File: src/rtl/regfile_mp.sv
// regfile_mp: parametrised multi-port integer register file with a per-register
// busy scoreboard. Reads are combinational, writes land on the rising edge.
// Optional feature macro: REGFILE_BYPASS_EN (same-cycle write-through forwarding).
module regfile_mp #(
  parameter int XLEN     = 32,
  parameter int NREGS    = 32,
  parameter int NUM_RD   = 2,
  parameter int NUM_WR   = 1,
  parameter int ZERO_REG = 1,
  localparam int AW      = $clog2(NREGS)
) (
  input  logic                   clk,
  input  logic                   rst,
  input  logic [NUM_RD*AW-1:0]   rs_addr,
  output logic [NUM_RD*XLEN-1:0] rs_data,
  output logic [NUM_RD-1:0]      rs_busy,
  input  logic [NUM_WR-1:0]      we,
  input  logic [NUM_WR*AW-1:0]   rd_addr,
  input  logic [NUM_WR*XLEN-1:0] wdata,
  input  logic                   busy_set,
  input  logic [AW-1:0]          busy_addr,
  output logic                   any_busy
);

  localparam bit ZR_EN = (ZERO_REG != 0);

  // Register 0 is hardwired only when the zero-register option is on.
  function automatic logic is_zero_reg(input logic [AW-1:0] a);
    return ZR_EN && (a == {AW{1'b0}});
  endfunction

  logic [XLEN-1:0]  mem_r [NREGS];
  logic [NREGS-1:0] busy_r;

  logic [NREGS-1:0] wr_hit_s;           // register r takes new data this edge
  logic [NREGS-1:0] wr_clr_s;           // some write port targets r (clears busy)
  logic [XLEN-1:0]  wr_val_s [NREGS];   // winning write data for register r
  logic [NREGS-1:0] busy_nxt_s;

  // Decode all write ports per register; later ports overwrite earlier ones so the highest index wins.
  always_comb begin
    for (int r = 0; r < NREGS; r++) begin
      wr_hit_s[r] = 1'b0;
      wr_clr_s[r] = 1'b0;
      wr_val_s[r] = {XLEN{1'b0}};
      for (int j = 0; j < NUM_WR; j++) begin
        if (we[j] && (rd_addr[j*AW +: AW] == AW'(r))) begin
          wr_clr_s[r] = 1'b1;
          if (!is_zero_reg(AW'(r))) begin
            wr_hit_s[r] = 1'b1;
            wr_val_s[r] = wdata[j*XLEN +: XLEN];
          end else begin
            wr_hit_s[r] = 1'b0;
          end
        end else begin
          wr_clr_s[r] = wr_clr_s[r];
        end
      end
    end
  end

  // Busy next state: an issue marks busy and beats a same-cycle writeback clear.
  always_comb begin
    busy_nxt_s = busy_r;
    for (int r = 0; r < NREGS; r++) begin
      if (busy_set && (busy_addr == AW'(r)) && !is_zero_reg(AW'(r))) begin
        busy_nxt_s[r] = 1'b1;
      end else if (wr_clr_s[r]) begin
        busy_nxt_s[r] = 1'b0;
      end else begin
        busy_nxt_s[r] = busy_r[r];
      end
    end
  end

  // Register storage: cleared asynchronously, updated from the write decode otherwise.
  always_ff @(posedge clk or posedge rst) begin
    if (rst) begin
      for (int r = 0; r < NREGS; r++) begin
        mem_r[r] <= {XLEN{1'b0}};
      end
    end else begin
      for (int r = 0; r < NREGS; r++) begin
        if (wr_hit_s[r]) begin
          mem_r[r] <= wr_val_s[r];
        end
      end
    end
  end

  // Busy scoreboard register.
  always_ff @(posedge clk or posedge rst) begin
    if (rst) begin
      busy_r <= {NREGS{1'b0}};
    end else begin
      busy_r <= busy_nxt_s;
    end
  end

  // Combinational read ports, with optional forwarding of same-cycle writes.
  always_comb begin
    logic [AW-1:0]   ra_s;
    logic [XLEN-1:0] rd_val_s;
    logic            rd_bsy_s;
    rs_data = {(NUM_RD*XLEN){1'b0}};
    rs_busy = {NUM_RD{1'b0}};
    for (int i = 0; i < NUM_RD; i++) begin
      ra_s     = rs_addr[i*AW +: AW];
      rd_val_s = mem_r[ra_s];
      rd_bsy_s = busy_r[ra_s];
`ifdef REGFILE_BYPASS_EN
      for (int j = 0; j < NUM_WR; j++) begin
        if (we[j] && (rd_addr[j*AW +: AW] == ra_s)) begin
          rd_val_s = wdata[j*XLEN +: XLEN];
          // A matching write retires the producer unless a new one issues to the same register.
          if (busy_set && (busy_addr == ra_s)) begin
            rd_bsy_s = busy_r[ra_s];
          end else begin
            rd_bsy_s = 1'b0;
          end
        end else begin
          rd_val_s = rd_val_s;
        end
      end
`endif
      if (rst || is_zero_reg(ra_s)) begin
        rs_data[i*XLEN +: XLEN] = {XLEN{1'b0}};
        rs_busy[i]              = 1'b0;
      end else begin
        rs_data[i*XLEN +: XLEN] = rd_val_s;
        rs_busy[i]              = rd_bsy_s;
      end
    end
  end

  assign any_busy = |busy_r;

endmodule

File: config.mk
export PLATFORM = sky130hd
export DESIGN_NAME = regfile_mp
export DESIGN_NICKNAME = d
export VERILOG_FILES = /design/src/rtl/regfile_mp.sv
export SDC_FILE = /design/constraint.sdc
export NUM_CORES = 2
export LEC_CHECK = 0
export BUFFER_PORTS_ARGS = -buffer_cell sky130_fd_sc_hd__buf_4
export CAP_MARGIN = 25
export CORE_MARGIN = 3
export CORE_UTILIZATION = 60
export DETAILED_ROUTE_END_ITERATION = 8
export PLACE_DENSITY_LB_ADDON = 0.25
export RECOVER_POWER = 25
export REMOVE_ABC_BUFFERS = 1
export SLEW_MARGIN = 5
export SYNTH_ARGS = -nofsm -noshare
export SYNTH_HDL_FRONTEND = slang
export SYNTH_SLANG_ARGS = --single-unit
File: constraint.sdc
create_clock -name clk -period 139.6 [get_ports clk]
set_clock_uncertainty 0.1 [all_clocks]
set_input_delay 41.88 -clock clk [delete_from_list [all_inputs] [get_ports clk]]
set_output_delay 41.88 -clock clk [all_outputs]
set_load 0.01 [all_outputs]
Yosys cells after proc, flatten, opt, wreduce, memory -nomap -nowiden
Index checks and enable logic that the tools add are counted.
W data, S select, Z words.
Storage, ports and cells
  register bits: 1023
  input port bits: 56
  output and inout port bits: 67
  word-level logic and storage cells: 366
Operators by class
  magnitude comparators: 4
  equal/unequal tests: 62
  muxes and demuxes: 138
  bitwise operators: 2
  reduce and logical (&&, ||, !) cells: 98
Operators by type and width (count)
  $mux W32: 37
  $bmux W32 S5: 2
  $eq A5 B5 Y1 const B: 32
  $mux W1: 97
  $eq A5 B4 Y1 const B: 16
  $logic_and A1 B1 Y1: 62
  $reduce_bool A2 Y1: 31
  $eq A5 B3 Y1 const B: 8
  $reduce_or A31 Y1: 1
  $eq A5 B2 Y1 const B: 4
  $ge A6 B6 Y1 const B: 2
  $lt A5 B6 Y1 const B: 2
  $not A5 Y6: 2
  $bmux W1 S5: 2
  $eq A5 B1 Y1 const B: 2
  $logic_not A5 Y1: 2
  $logic_or A1 B1 Y1: 2

Longest topological paths before layout
  depth after elaboration: 5
  depth in mapped cells: 9
  gate-level depth less buffers: 5

Worst setup path after synthesis
Ideal clock, no wire load.
  path kind: input to output
  start: in rst
  end: out rs_data[34]
  arrival time: 68561 ps
  data required time: 97620 ps
  setup slack: 29059 ps
  stages on the path: 4
  buffers on the path: 0
  cells stage by stage: inv_1 -> nand2_1 -> o32a_1 -> a221oi_1
Between the ends
  word-level cells in the longest chain between the ends: 2
RTL lines
  from (decl): line 13  | input logic rst,
  $logic_or A1 B1 Y1: line 126  | if (rst || is_zero_reg(ra_s)) begin
  $mux W32: line 126
  to (decl): line 15  | output logic [NUM_RD*XLEN-1:0] rs_data,
Every way passes these cells.

Final worst setup path
  start: in rst
  end: out rs_data[40]
Same word-level chain as after synthesis.

==> flow_summary.toml <==
[outcome]
status = "finished with violations"
violations = "capacitance limit, slew limit"

[clock_network]
cts_resized = 0
clk_latency_ns = 0.66
postCtsHoldBufs = 0
path_clk_slew_ns = 0.06
htreeDepth = 3
cts_buffers = 109
cts-root-buf = "clkbuf_16"
cts_setup_buffers = 0
cts_max_path_buffers = 3
clock-sinks = 1023
cts_tree = "done"

[synth]
yosysWarnings = 0
synthArstFlopShare = 1.00
syn_area_per_cell_um2 = 14.2
synth_cells = 3941
synth-edff-count = 0
yosysSeqAreaShare = 0.458
syn-cell-area_um2 = 55800
ys_types = 53
ys.flop_type = "dfrtp_1"
ys_ff_latch = 1023

[grt]
grt_max_degree = 161
antenna_found_initial = 2
grt_pass1_vias = 37800
track_usage = 0.341
grt-ovfl-total = 0
grt_pass1_wl_um = 249000

[worst_setup_path]
timing.rr.end = "mem_r[823]$_DFFE_PP0N_"
slowest_stage = "clkinvlp_2"
path_max_fanout = 132
crit_cells = 8
worstSetupPathType = "in2out"
arrival_ns = 50.22
rrSetupSlack_ns = 138.65
crit_path_start_kind = "primary input"
critPathRequiredTime_ns = 97.62
cp_cell_sequence = "clkbuf_1, clkinvlp_2, clkbuf_1, nand2_1, buf_16, o32a_1, a221oi_1, buf_4"
crit_family = "buffers and inverters"
path_buf_inv = 5
startpoint = "rst"
rr_worst_depth = 1
crit_path_frequent_cell = "clkbuf_1"
endpoint_kind = "output port"
r2r_start = "mem_r[823]$_DFFE_PP0N_"
cp_slowest_stage_delay_ns = 4.44

[flow_run]
drv_cap = 18

[final_layout]
register_area_um2 = 25600
fin_util = 0.660
final_common_cell = "dfrtp_1"
layout-drive-gt1-share = 0.454
num-fill-cells = 6680
syn2layout_area_growth_pct = 8.69
multi_input_area_um2 = 28100
finalNetCount = 3902
final_cell_mix = "dfrtp_1, mux2_2, mux4_2"

[floorplanning]
initial_core_util = 0.607
ioPinCount = 123
die_height_um = 311
dieArea_um2 = 96800
core.rowCount = 111
coreArea_um2 = 91900
die_w_um = 311

[sta]
finalHoldViolCount = 0
fmax_ghz = 0.0108
rsz0062_at_grt = "false"
setup_slack_ns = 47.40
hold_slack_ns = 0.412
period_needed_ns = 92.20
tns_ns = 0
finalSetupViolations = 0
post-route-period-util = 0.660
slew_violations = 707
slew_headroom = -3.03
worstMarginPinSlew_ns = 6.01

[worst_hold_path]
min_from = "mem_r[177]$_DFFE_PP0N_"
whs_path_depth = 1
whs_endpoint = "mem_r[177]$_DFFE_PP0N_"
hp-class = "reg2reg"

[drt]
via_per_inst = 7.15
drc = 0
first_iter_violations = 4346
dr.pass1.iters = 7
vias = 37000
wirelength_um = 166000
ant_nets = 0
post_drt_wl_per_cell_um = 32.1

[placement]
numPortBuffers = 122
gp_congestion = 0.836
dp_hpwl_um = 91200
place_ws_ns = 51.83

[pwr]
p_per_area_nw_per_um2 = 14.4
leakagePower_nw = 26.5
irDropWorstVdd_mv = 0.0113
-- per-stage QoR --
stage | instance area, um2 | cells | power (mW)
2_1_floorplan | 53600 | 3521 | 0.519
3_3_place_gp | 57000 | 4971 | 0.569
3_5_place_dp | 57100 | 4975 | 0.578
4_1_cts | 60700 | 5171 | 0.874
5_1_grt | 60700 | 5174 | 0.909
6_report | 60700 | 5177 | 0.875
-- worst max-delay path by stage --
stage / endpoint
4_1_cts: rs_data[33]
5_1_grt: rs_data[40]
2_1_floorplan: rs_data[34]
3_5_place_dp: rs_data[33]
3_3_place_gp: rs_data[33]
6_report: rs_data[40]
-- synthesized netlist by cell type (45+ instances only) --
cell type,number,area share
a211oi_1,54,0.0073
nor3_1,72,0.0065
a221oi_1,67,0.011
buf_2,144,0.013
dfrtp_1,1023,0.46
a21oi_1,59,0.0053
nand2_1,45,0.0030
nor2_1,115,0.0077
nor2b_1,63,0.0071
buf_4,51,0.0069
clkbuf_1,173,0.012
mux4_2,345,0.14
mux2i_1,305,0.055
mux2_1,84,0.017
mux2_2,1018,0.21
-- registers in the layout, indices dropped and copies added (netlist names) --
register	flops
mem_r	992
busy_r	31
-- layer usage --
layer,vias to the layer above,track usage,routed length [um]
li1,15000,-,-
met1,19700,0.485,66800
met2,1970,0.521,75800
met3,418,0.0827,16900
met4,2,0.113,6490
met5,-,0,13
-- area by class of cell --
cell class	instances	share of cell area
inverters	8	0.000515
well taps	1243	0.0256
flip-flops and latches	1023	0.422
repair buffers	214	0.0281
diodes	3	0.000124
clock inverters	33	0.00649
multi-input cells	2490	0.463
clock buffers	163	0.0543
-- cells by family after synthesis --
kind of cell,Yosys count,synth area share
compound gates,381,0.0522
flops,1023,0.458
buf+inv,428,0.0415
simple gates,356,0.0315
mux,1753,0.416
-- power breakdown --
group | total, mW | internal (mW) | switching, mW
Combinational | 0.177 | 0.104 | 0.0728
Sequential | 0.400 | 0.355 | 0.0445
Clock | 0.298 | 0.175 | 0.123
Total | 0.875 | 0.634 | 0.240
Note: power is estimated with default switching activity, not from simulation.
